==> config.mk <==
export PLATFORM = sky130hd
export DESIGN_NAME = segment_to_binary_flat
export DESIGN_NICKNAME = d
export VERILOG_FILES = /design/src/rtl/segment_to_binary_if.sv /design/src/rtl/segment_to_binary.sv /design/src/flat_wrapper.sv
export SDC_FILE = /design/constraint.sdc
export NUM_CORES = 1
export LEC_CHECK = 0
export ABC_CLOCK_PERIOD_IN_PS = 4110
export CORE_ASPECT_RATIO = 2
export CORE_MARGIN = 2
export CORE_UTILIZATION = 54
export DETAILED_ROUTE_END_ITERATION = 7
export PLACE_DENSITY = 0.79
export REMOVE_ABC_BUFFERS = 1
export SLEW_MARGIN = 10
export SYNTH_ARGS = -nofsm -noshare
export SYNTH_HDL_FRONTEND = slang
export SYNTH_SLANG_ARGS = --single-unit
==> constraint.sdc <==
create_clock -name clk -period 4.11 [get_ports clk]
set_input_delay 0.411 -clock clk [delete_from_list [all_inputs] [get_ports clk]]
set_output_delay 0.411 -clock clk [all_outputs]
set_load 0.01 [all_outputs]
==> src/rtl/segment_to_binary_if.sv <==
// Handshake bundle for segment_to_binary: pattern input side and decoded result side.
// The requester uses master, the decoder uses slave.
interface segment_to_binary_if #(
    parameter int DIGITS = 2,
    parameter int BIN_W  = 7
) ();
    logic [7*DIGITS-1:0] seg_in;
    logic                in_valid;
    logic                in_ready;
    logic [BIN_W-1:0]    bin_out;
    logic [4*DIGITS-1:0] bcd_out;
    logic                err;
    logic                ovf;
    logic                out_valid;
    logic                out_ready;

    modport master (
        output seg_in, in_valid, out_ready,
        input  in_ready, bin_out, bcd_out, err, ovf, out_valid
    );

    modport slave (
        input  seg_in, in_valid, out_ready,
        output in_ready, bin_out, bcd_out, err, ovf, out_valid
    );
endinterface

==> src/rtl/segment_to_binary.sv <==
// Recovers BCD digits and a saturating binary value from active-low 7-segment patterns,
// one digit per clock MSD first; result DIGITS cycles after accept, held until out_ready.
module segment_to_binary #(
    parameter int DIGITS = 2,
    parameter int BIN_W  = 7
) (
    input  logic                 clk,
    input  logic                 rst,
    segment_to_binary_if.slave   bus
);
    localparam int SEG_W = 7 * DIGITS;
    localparam int BCD_W = 4 * DIGITS;
    localparam int ACC_W = BIN_W + 4;
    localparam int IDX_W = (DIGITS > 1) ? $clog2(DIGITS) : 1;
    localparam logic [ACC_W-1:0] MAX_VAL = {4'b0000, {BIN_W{1'b1}}};
    localparam logic [IDX_W-1:0] IDX_LAST = IDX_W'(DIGITS - 1);

    typedef enum logic [1:0] {IDLE, DECODE, DONE} state_t;

    state_t             r_state;
    logic [SEG_W-1:0]   r_seg;
    logic [IDX_W-1:0]   r_idx;
    logic [BIN_W-1:0]   r_acc;
    logic [BCD_W-1:0]   r_bcd_work;
    logic               r_err_work;
    logic               r_ovf_work;
    logic [BIN_W-1:0]   r_bin;
    logic [BCD_W-1:0]   r_bcd;
    logic               r_err;
    logic               r_ovf;
    logic               r_out_valid;

    logic [6:0]         w_pat;
    logic               w_legal;
    logic [3:0]         w_dig;
    logic [3:0]         w_digit;
    logic [3:0]         w_nib;
    logic [ACC_W-1:0]   w_sum;
    logic               w_ovf_next;
    logic               w_err_next;
    logic [BIN_W-1:0]   w_acc_next;
    logic [BCD_W-1:0]   w_bcd_next;

    // p[0] is segment a; the case labels read in abcdefg order.
    function automatic logic [4:0] decode_seg(input logic [6:0] p);
        logic [4:0] r;
        case ({p[0], p[1], p[2], p[3], p[4], p[5], p[6]})
            7'b0000001: r = {1'b1, 4'd0};
            7'b1001111: r = {1'b1, 4'd1};
            7'b0010010: r = {1'b1, 4'd2};
            7'b0000110: r = {1'b1, 4'd3};
            7'b1001100: r = {1'b1, 4'd4};
            7'b0100100: r = {1'b1, 4'd5};
            7'b0100000: r = {1'b1, 4'd6};
            7'b0001111: r = {1'b1, 4'd7};
            7'b0000000: r = {1'b1, 4'd8};
            7'b0000100: r = {1'b1, 4'd9};
            default:    r = {1'b0, 4'd0};
        endcase
        return r;
    endfunction

    always_comb begin
        w_pat      = r_seg[7*r_idx +: 7];
        {w_legal, w_dig} = decode_seg(w_pat);
        w_digit    = w_legal ? w_dig : 4'd0;
        w_nib      = w_legal ? w_dig : 4'hF;
        w_sum      = ({4'b0000, r_acc} << 3) + ({4'b0000, r_acc} << 1)
                   + {{(ACC_W-4){1'b0}}, w_digit};
        // Saturation is sticky so later digits cannot wrap back into range.
        w_ovf_next = r_ovf_work | (w_sum > MAX_VAL);
        w_acc_next = w_ovf_next ? {BIN_W{1'b1}} : w_sum[BIN_W-1:0];
        w_err_next = r_err_work | ~w_legal;
        w_bcd_next = r_bcd_work;
        w_bcd_next[4*r_idx +: 4] = w_nib;
    end

    always_ff @(posedge clk) begin
        if (rst) begin
            r_state     <= IDLE;
            r_seg       <= '0;
            r_idx       <= '0;
            r_acc       <= '0;
            r_bcd_work  <= '0;
            r_err_work  <= 1'b0;
            r_ovf_work  <= 1'b0;
            r_bin       <= '0;
            r_bcd       <= '0;
            r_err       <= 1'b0;
            r_ovf       <= 1'b0;
            r_out_valid <= 1'b0;
        end else begin
            case (r_state)
                IDLE: begin
                    if (bus.in_valid) begin
                        r_seg      <= bus.seg_in;
                        r_idx      <= IDX_LAST;
                        r_acc      <= '0;
                        r_bcd_work <= '0;
                        r_err_work <= 1'b0;
                        r_ovf_work <= 1'b0;
                        r_state    <= DECODE;
                    end
                end
                DECODE: begin
                    r_acc      <= w_acc_next;
                    r_bcd_work <= w_bcd_next;
                    r_err_work <= w_err_next;
                    r_ovf_work <= w_ovf_next;
                    r_idx      <= r_idx - 1'b1;
                    if (r_idx == '0) begin
                        // An illegal digit makes the binary value meaningless.
                        r_bin       <= w_err_next ? '0 : w_acc_next;
                        r_ovf       <= w_ovf_next & ~w_err_next;
                        r_err       <= w_err_next;
                        r_bcd       <= w_bcd_next;
                        r_out_valid <= 1'b1;
                        r_state     <= DONE;
                    end
                end
                DONE: begin
                    if (bus.out_ready) begin
                        r_out_valid <= 1'b0;
                        r_state     <= IDLE;
                    end
                end
                default: r_state <= IDLE;
            endcase
        end
    end

    assign bus.in_ready  = (r_state == IDLE) & ~rst;
    assign bus.bin_out   = r_bin;
    assign bus.bcd_out   = r_bcd;
    assign bus.err       = r_err;
    assign bus.ovf       = r_ovf;
    assign bus.out_valid = r_out_valid;
endmodule

==> src/flat_wrapper.sv <==
// flat-port wrapper written by rule: the top's interface ports become plain ports
module segment_to_binary_flat 
#(
    parameter int DIGITS = 2,
    parameter int BIN_W  = 7
)
  (clk, rst, bus_seg_in, bus_in_valid, bus_out_ready, bus_in_ready, bus_bin_out, bus_bcd_out, bus_err, bus_ovf, bus_out_valid);
  segment_to_binary_if #(.DIGITS(DIGITS), .BIN_W(BIN_W)) bus_i ();
  input  logic clk;
  input  logic rst;
  input wire logic [$bits(bus_i.seg_in)-1:0] bus_seg_in;
  input wire logic [$bits(bus_i.in_valid)-1:0] bus_in_valid;
  input wire logic [$bits(bus_i.out_ready)-1:0] bus_out_ready;
  output wire logic [$bits(bus_i.in_ready)-1:0] bus_in_ready;
  output wire logic [$bits(bus_i.bin_out)-1:0] bus_bin_out;
  output wire logic [$bits(bus_i.bcd_out)-1:0] bus_bcd_out;
  output wire logic [$bits(bus_i.err)-1:0] bus_err;
  output wire logic [$bits(bus_i.ovf)-1:0] bus_ovf;
  output wire logic [$bits(bus_i.out_valid)-1:0] bus_out_valid;
  assign bus_i.seg_in = bus_seg_in;
  assign bus_i.in_valid = bus_in_valid;
  assign bus_i.out_ready = bus_out_ready;
  assign bus_in_ready = bus_i.in_ready;
  assign bus_bin_out = bus_i.bin_out;
  assign bus_bcd_out = bus_i.bcd_out;
  assign bus_err = bus_i.err;
  assign bus_ovf = bus_i.ovf;
  assign bus_out_valid = bus_i.out_valid;
  segment_to_binary #(.DIGITS(DIGITS), .BIN_W(BIN_W)) u_core (.clk(clk), .rst(rst), .bus(bus_i));
endmodule
* Word level (Yosys, flattened, before mapping)
Cells that the tools add are included.
Word-level totals: output and inout port bits 19, latch bits 0, memories 0, input bits 18, word-level logic and storage cells 74, ROM bits 0, RAM bits 0, register bits 52
Operators by class: bitwise operators 8, equality and inequality tests 14, $lt $le $gt $ge 1, muxes and demuxes 22, reduce and logical (&&, ||, !) cells 9, $add $sub $neg 4, $mul 1, shift operators 3, divide/modulo/power cells 0
Operator list (count):
- $pmux W5 S10 | 1
- $neg A3 Y34 | 1
- $shift A4 B34 Y8 const A | 1
- $shiftx A4 B34 Y8 | 1
- $mux W7 | 3
- $pmux W8 S2 | 1
- $eq A7 B3 Y1 const B | 2
- $eq A7 B6 Y1 const B | 2
- $eq A7 B7 Y1 const B | 2
- $pmux W7 S2 | 1
- $shiftx A14 B5 Y7 | 1
- $add A10 B8 Y11 | 1
- $add A11 B4 Y11 | 1
- $gt A11 B7 Y1 const B | 1
- $bwmux W8 | 1
- $mux W4 | 2
- $mux W8 | 1
- $pmux W1 S2 | 4
- $eq A7 B1 Y1 const B | 1
- $eq A7 B4 Y1 const B | 1
- $eq A7 B5 Y1 const B | 1
- $logic_not A7 Y1 | 1
- $mux W2 | 3
- $ne A2 B2 Y1 const B | 3
- other kinds (13) | 25

* Depth between registers and ports, before layout
word-level depth 10, depth in mapped cells 18, gate-level depth less buffers 15

* Worst setup path after synthesis
No wires, ideal clock.
path kind register to register, start point register u_core.r_idx, end point register u_core.r_bin[0] (netlist: u_core.bus.bin_out[0]), buffers on the path 2, setup time 0.085 ns, stages on the path, launching flop included 15, period minus slack after synthesis 3.522 ns, required time 4.025 ns, path slack 0.588 ns, arrival 3.437 ns, cell sequence dfxtp_1 -> buf_6 -> or4_4 -> o41ai_4 -> and3_2 -> inv_1 -> fa_1 -> fa_1 -> nor2b_1 -> nor4_1 -> and3_1 -> o21ai_1 -> clkbuf_1 -> nor2_1 -> o31ai_2
Between the ends: word-level cells in the longest chain between the ends 10, elaborated cells between the ends (all ways) 23, classes of those cells 1 x add/sub; 1 x mul; 1 x order compare; 9 x eq/ne; 1 x shift; 4 x mux; 4 x bitwise; 2 x reduce/logical
RTL lines:
- start, declared | line segment_to_binary.sv:22 | logic [IDX_W-1:0] r_idx;
- start signal, assigned | line segment_to_binary.sv:110 | r_idx <= r_idx - 1'b1;
- $mul A3 B1 Y4 | line segment_to_binary.sv:64 | w_pat = r_seg[7*r_idx +: 7];
- $shiftx A14 B5 Y7 | line segment_to_binary.sv:64
- $eq A7 B3 Y1 (tied with other cells) | line segment_to_binary.sv:47 | case ({p[0], p[1], p[2], p[3], p[4], p[5], p[6]})
- $pmux W5 S10 | line segment_to_binary.sv:47
- $mux W4 | line segment_to_binary.sv:66 | w_digit = w_legal ? w_dig : 4'd0;
- $add A11 B4 Y11 | line segment_to_binary.sv:69 | + {{(ACC_W-4){1'b0}}, w_digit};
- $gt A11 B7 Y1 | line segment_to_binary.sv:71 | w_ovf_next = r_ovf_work | (w_sum > MAX_VAL);
- $or A1 B1 Y1 | line segment_to_binary.sv:71
- $mux W7 | line segment_to_binary.sv:72 | w_acc_next = w_ovf_next ? {BIN_W{1'b1}} : w_sum[BIN_W-1:0];
- $mux W7 | line segment_to_binary.sv:113 | r_bin <= w_err_next ? '0 : w_acc_next;
- end signal, assigned | line segment_to_binary.sv:113
- end, declared | line segment_to_binary.sv:27 | logic [BIN_W-1:0] r_bin;
Parallel ways exist; a longest one is shown, timed or not. A chain may end at the register's enable or synchronous reset.

* Final worst setup path
start point register u_core.r_idx, end point register u_core.r_acc[0]
Between the ends: word-level cells in the longest chain between the ends 10, elaborated cells between the ends (all ways) 19, classes of those cells 1 x add/sub; 1 x mul; 1 x order compare; 9 x eq/ne; 1 x shift; 4 x mux; 1 x bitwise; 1 x reduce/logical
RTL lines:
- $mul A3 B1 Y4 (*) | line segment_to_binary.sv:64
- $shiftx A14 B5 Y7 (*) | line segment_to_binary.sv:64
- $eq A7 B3 Y1 (tied with other cells) | line segment_to_binary.sv:47
- $pmux W5 S10 (*) | line segment_to_binary.sv:47
- $mux W4 (*) | line segment_to_binary.sv:66
- $add A11 B4 Y11 (*) | line segment_to_binary.sv:69
- $gt A11 B7 Y1 | line segment_to_binary.sv:71
- $or A1 B1 Y1 | line segment_to_binary.sv:71
- $mux W7 (*) | line segment_to_binary.sv:72
- $pmux W7 S2 (*) | line segment_to_binary.sv:93 | case (r_state)
- end signal, assigned | line segment_to_binary.sv:106 | r_acc <= w_acc_next;
- end, declared | line segment_to_binary.sv:23 | logic [BIN_W-1:0] r_acc;
Every way passes the cells marked *; elsewhere a longest branch is shown, timed or not.

==> metrics.log <==
[metrics] growth of design area from synthesis to finish: 17.8%
[metrics] distinct cell type count after synthesis: 58
[metrics] Yosys warnings: 0
[metrics] initial core utilization: 55.1%
[metrics] most common flop cell mapped by yosys: sky130_fd_sc_hd__dfxtp_1
[metrics] placer's final routability congestion estimate: 0.914
[metrics] critical path data arrival time: 4.00 ns
[metrics] crit path time final: 3.76 ns
[metrics] Met1 Routed Length: 2.35 mm
[metrics] 1st-pass router iterations: 4
[metrics] total congestion overflow: 0
[metrics] final routed wire length divided by cell count: 16.4 µm
[metrics] die width: 53.6 µm
[metrics] sequential fraction of design power: 45.0%
[metrics] vias in the first global route: 2382
[metrics] Hold WS: 0.465 ns
[metrics] commonest cells after routing, fill and taps aside: sky130_fd_sc_hd__nand2_1 (57), sky130_fd_sc_hd__dfxtp_1 (48), sky130_fd_sc_hd__a21oi_1 (39)
[metrics] CTS Buf Count: 5
[metrics] combinational share of power: 23.5%
[metrics] Mapped Avg Cell Area: 8.30 µm²
[metrics] vias: 2407
[metrics] number of clock sinks: 48
[metrics] count of buffers from port buffering: 36
[metrics] Sum Neg Setup Slack: 0 ns
[metrics] number of buffers added for setup after CTS: 0
[metrics] P_int: 784 µW
[metrics] FF/Latch Area: 961 µm²
[metrics] switching power: 362 µW
[metrics] kind of critical path: flip-flop to flip-flop
[metrics] Die Footprint: 5530 µm²
[metrics] Vias/cell: 5.93
[metrics] biggest area consumer among synthesized cells: sky130_fd_sc_hd__dfxtp_1
[metrics] fraction of registers with async set or reset after synthesis: 0%
[metrics] largest cells by area after synthesis: sky130_fd_sc_hd__dfxtp_1 (36%), sky130_fd_sc_hd__nand2_1 (8.1%), sky130_fd_sc_hd__a21oi_1 (7.3%), sky130_fd_sc_hd__ha_1 (6.1%), sky130_fd_sc_hd__nor2_1 (3.3%)
[metrics] critical path required time: 4.35 ns
[metrics] critical path peak fanout: 28
[metrics] status: finished, final reports clean
[metrics] Hold Violations, Final: 0
[metrics] clock slew at reported path FFs: 0.10 ns
[metrics] number of antenna cells inserted: 0
[metrics] maximum buffer depth of the clock tree: 2
[metrics] path depth of the worst reg2reg path: 17
[metrics] leading cell type in the layout, fill and taps excluded: sky130_fd_sc_hd__nand2_1
[metrics] clock network power share: 31.4%
[metrics] Post-layout nets: 381
[metrics] total count of max-transition violations in the final report: 0
[metrics] chip height: 103 µm
[metrics] initial drt markers: 47
[metrics] largest net degree at the start of global routing: 41
[metrics] Routed met3 length: 215 µm
[metrics] part of the Yosys area used for sequential elements: 36.2%
[metrics] top achievable clock speed: 266 MHz
[metrics] number of gates resized after cts: 0
[metrics] TritonCTS clock tree: done
[metrics] IR Drop Worst-Case VDD: 0.256 mV
[metrics] Worst Setup End Kind: flip-flop
[metrics] worst skew pair latency: 0.31 ns
[metrics] number of enable flip-flop cells after synthesis: 0
[metrics] area share of the largest cell type after synthesis: 36.2%
[metrics] Maximum Capacitance Violations: 0
[metrics] mapped cell area: 2660 µm²
[metrics] area taken by multi-input logic gates: 1550 µm²
[metrics] antenna violation net count after detailed routing: 0
[metrics] worst min-delay path class: flip-flop to flip-flop
[metrics] Core Region: 4820 µm²
[metrics] fraction of layout instances using a drive strength above 1: 9.74%
[metrics] worst clock skew on the final layout: 0.00948 ns
[metrics] number of primary I/O pins: 37
[metrics] FP Rows: 36
[metrics] sum of routed wire length over all layers: 6.67 mm
[metrics] Lkg Pwr: 1.22 nW
[metrics] first-pass GRT wire length: 10.8 mm
[metrics] met2 layer wire length in the routed design: 3.70 mm
[metrics] DRC: 0
[metrics] Hold Path Depth: 2
[metrics] clk root buf: sky130_fd_sc_hd__clkbuf_8
[metrics] PD cells: 366 nW/µm²
[metrics] period utilisation layout: 91.5%
[metrics] Slew Limit Headroom: 41.3%
[metrics] synthesis-stage register bit count: 48
[metrics] gate count after technology mapping: 320
[metrics] Filler cells: 429
[metrics] initial antenna violation count: 0
[metrics] final setup vio count: 0
[metrics] unrepaired setup endpoints after global routing: no
[metrics] switching part of the total power: 31.6%
[metrics] Tot GR Track Use: 27.0%
[metrics] placed wire-length estimate: 4.94 mm
[metrics] hold-fix buffer count after cts: 0
[metrics] number of levels in the clock H-tree: 2
[metrics] Worst setup SP type: flip-flop
[metrics] transition time at the pin with the least slew margin: 0.879 ns
[metrics] highest metal used: met4
-- synth_stat cells (2+ instances only) --
cell type and count:
sky130_fd_sc_hd__clkbuf_1 13, sky130_fd_sc_hd__or2_2 2, sky130_fd_sc_hd__nand3b_1 3, sky130_fd_sc_hd__xnor2_1 3, sky130_fd_sc_hd__o31ai_2 6, sky130_fd_sc_hd__o21ai_0 14
sky130_fd_sc_hd__nand3_1 12, sky130_fd_sc_hd__o22ai_1 2, sky130_fd_sc_hd__nand2_1 57, sky130_fd_sc_hd__a22oi_1 2, sky130_fd_sc_hd__fa_1 2, sky130_fd_sc_hd__nor2_1 23
sky130_fd_sc_hd__nor2b_1 3, sky130_fd_sc_hd__mux2i_1 2, sky130_fd_sc_hd__o221ai_1 3, sky130_fd_sc_hd__and3_1 2, sky130_fd_sc_hd__ha_1 13, sky130_fd_sc_hd__or3_1 2
sky130_fd_sc_hd__inv_1 10, sky130_fd_sc_hd__nor3b_2 3, sky130_fd_sc_hd__dfxtp_1 48, sky130_fd_sc_hd__mux2_2 2, sky130_fd_sc_hd__buf_6 2, sky130_fd_sc_hd__a21oi_1 39
sky130_fd_sc_hd__nor3b_1 2, sky130_fd_sc_hd__and3b_1 4, sky130_fd_sc_hd__a211oi_1 2, sky130_fd_sc_hd__a22o_1 2, sky130_fd_sc_hd__nand2b_1 4, sky130_fd_sc_hd__nor3_1 10
-- state kept, by name, summed over array words and instances (netlist names) --
signal / cells
u_core.bus.bcd_out: 8
u_core.bus.bin_out: 7
u_core.bus.err: 1
u_core.bus.out_valid: 1
u_core.bus.ovf: 1
u_core.r_acc: 7
u_core.r_bcd_work: 4
u_core.r_err_work: 1
u_core.r_idx: 1
u_core.r_ovf_work: 1
u_core.r_seg: 14
u_core.r_state: 2
-- per-stage QoR --
| stage | power (mW) | cell area (µm²) | instances | setup slack, ns | utilization, % |
|---|---|---|---|---|---|
| 2_1_floorplan | 0.695 | 2550 | 301 | 0.155 | - |
| 3_3_place_gp | 0.790 | 3010 | 398 | 0.522 | 62.5 |
| 3_5_place_dp | 0.794 | 3010 | 398 | 0.416 | 62.5 |
| 5_1_grt | 1.20 | 3130 | 406 | 0.0713 | 64.9 |
| 6_report | 1.15 | 3130 | 406 | 0.351 | 64.9 |
| 4_1_cts | 1.15 | 3130 | 406 | 0.377 | 64.9 |
-- cell type report --
type                            instances  area share [%]
Sequential cell                        48            30.7
Timing Repair Buffer                   40            12.5
Clock buffer                            5            2.20
Clock inverter                          3            1.48
Multi-Input combinational cell        242            49.4
Inverter                               11            1.40
Tap cell                               57            2.28
-- power groups by stage --
stage	clock network (mW)	logic (mW)	registers, mW
2_1_floorplan	0	0.166	0.529
3_3_place_gp	0	0.265	0.526
3_5_place_dp	0	0.268	0.526
4_1_cts	0.365	0.269	0.516
5_1_grt	0.379	0.300	0.519
6_report	0.360	0.270	0.516
-- kinds of logic after synthesis --
| family | after synthesis | share of synthesized area, % |
|---|---|---|
| xor+xnor | 3 | 0.989 |
| fa+ha+maj | 15 | 7.63 |
| mux | 4 | 1.60 |
| flops | 48 | 36.2 |
| buf+inv | 30 | 5.61 |
| simple gates | 136 | 25.6 |
| compound gates | 84 | 22.4 |
-- final timing paths --
check / start / slack (ns) / end
min: u_core.r_bcd_work[6] / 0.47 / u_core.bus.bcd_out[6]
max: u_core.r_idx / 0.35 / u_core.r_acc[0]
min reg2reg: u_core.r_bcd_work[6] / 0.47 / u_core.bus.bcd_out[6]
max reg2reg: u_core.r_idx / 0.35 / u_core.r_acc[0]
-- per-layer routing --
layer | track usage [%] | up-vias
met5 | 0 | -
met4 | 19.1 | 0
li1 | - | 1188
met1 | 25.0 | 1122
met3 | 3.30 | 29
met2 | 51.1 | 68
-- critical path: stages, from the launching register on --
cell                      delay (ns)
sky130_fd_sc_hd__dfxtp_1        0.44
sky130_fd_sc_hd__buf_4          0.31
sky130_fd_sc_hd__nor3_1         0.13
sky130_fd_sc_hd__or2_2          0.30
sky130_fd_sc_hd__a31oi_1        0.18
sky130_fd_sc_hd__o21ba_2        0.27
sky130_fd_sc_hd__inv_1          0.07
sky130_fd_sc_hd__ha_1           0.28
sky130_fd_sc_hd__ha_1           0.16
sky130_fd_sc_hd__inv_1          0.06
sky130_fd_sc_hd__fa_1           0.41
sky130_fd_sc_hd__nor2b_1        0.19
sky130_fd_sc_hd__nor4_1         0.07
sky130_fd_sc_hd__and3_1         0.19
sky130_fd_sc_hd__o21ai_1        0.13
sky130_fd_sc_hd__buf_4          0.22
sky130_fd_sc_hd__o21ai_0        0.12
sky130_fd_sc_hd__a21oi_1        0.17
Power figures use the tool's default switching activity.
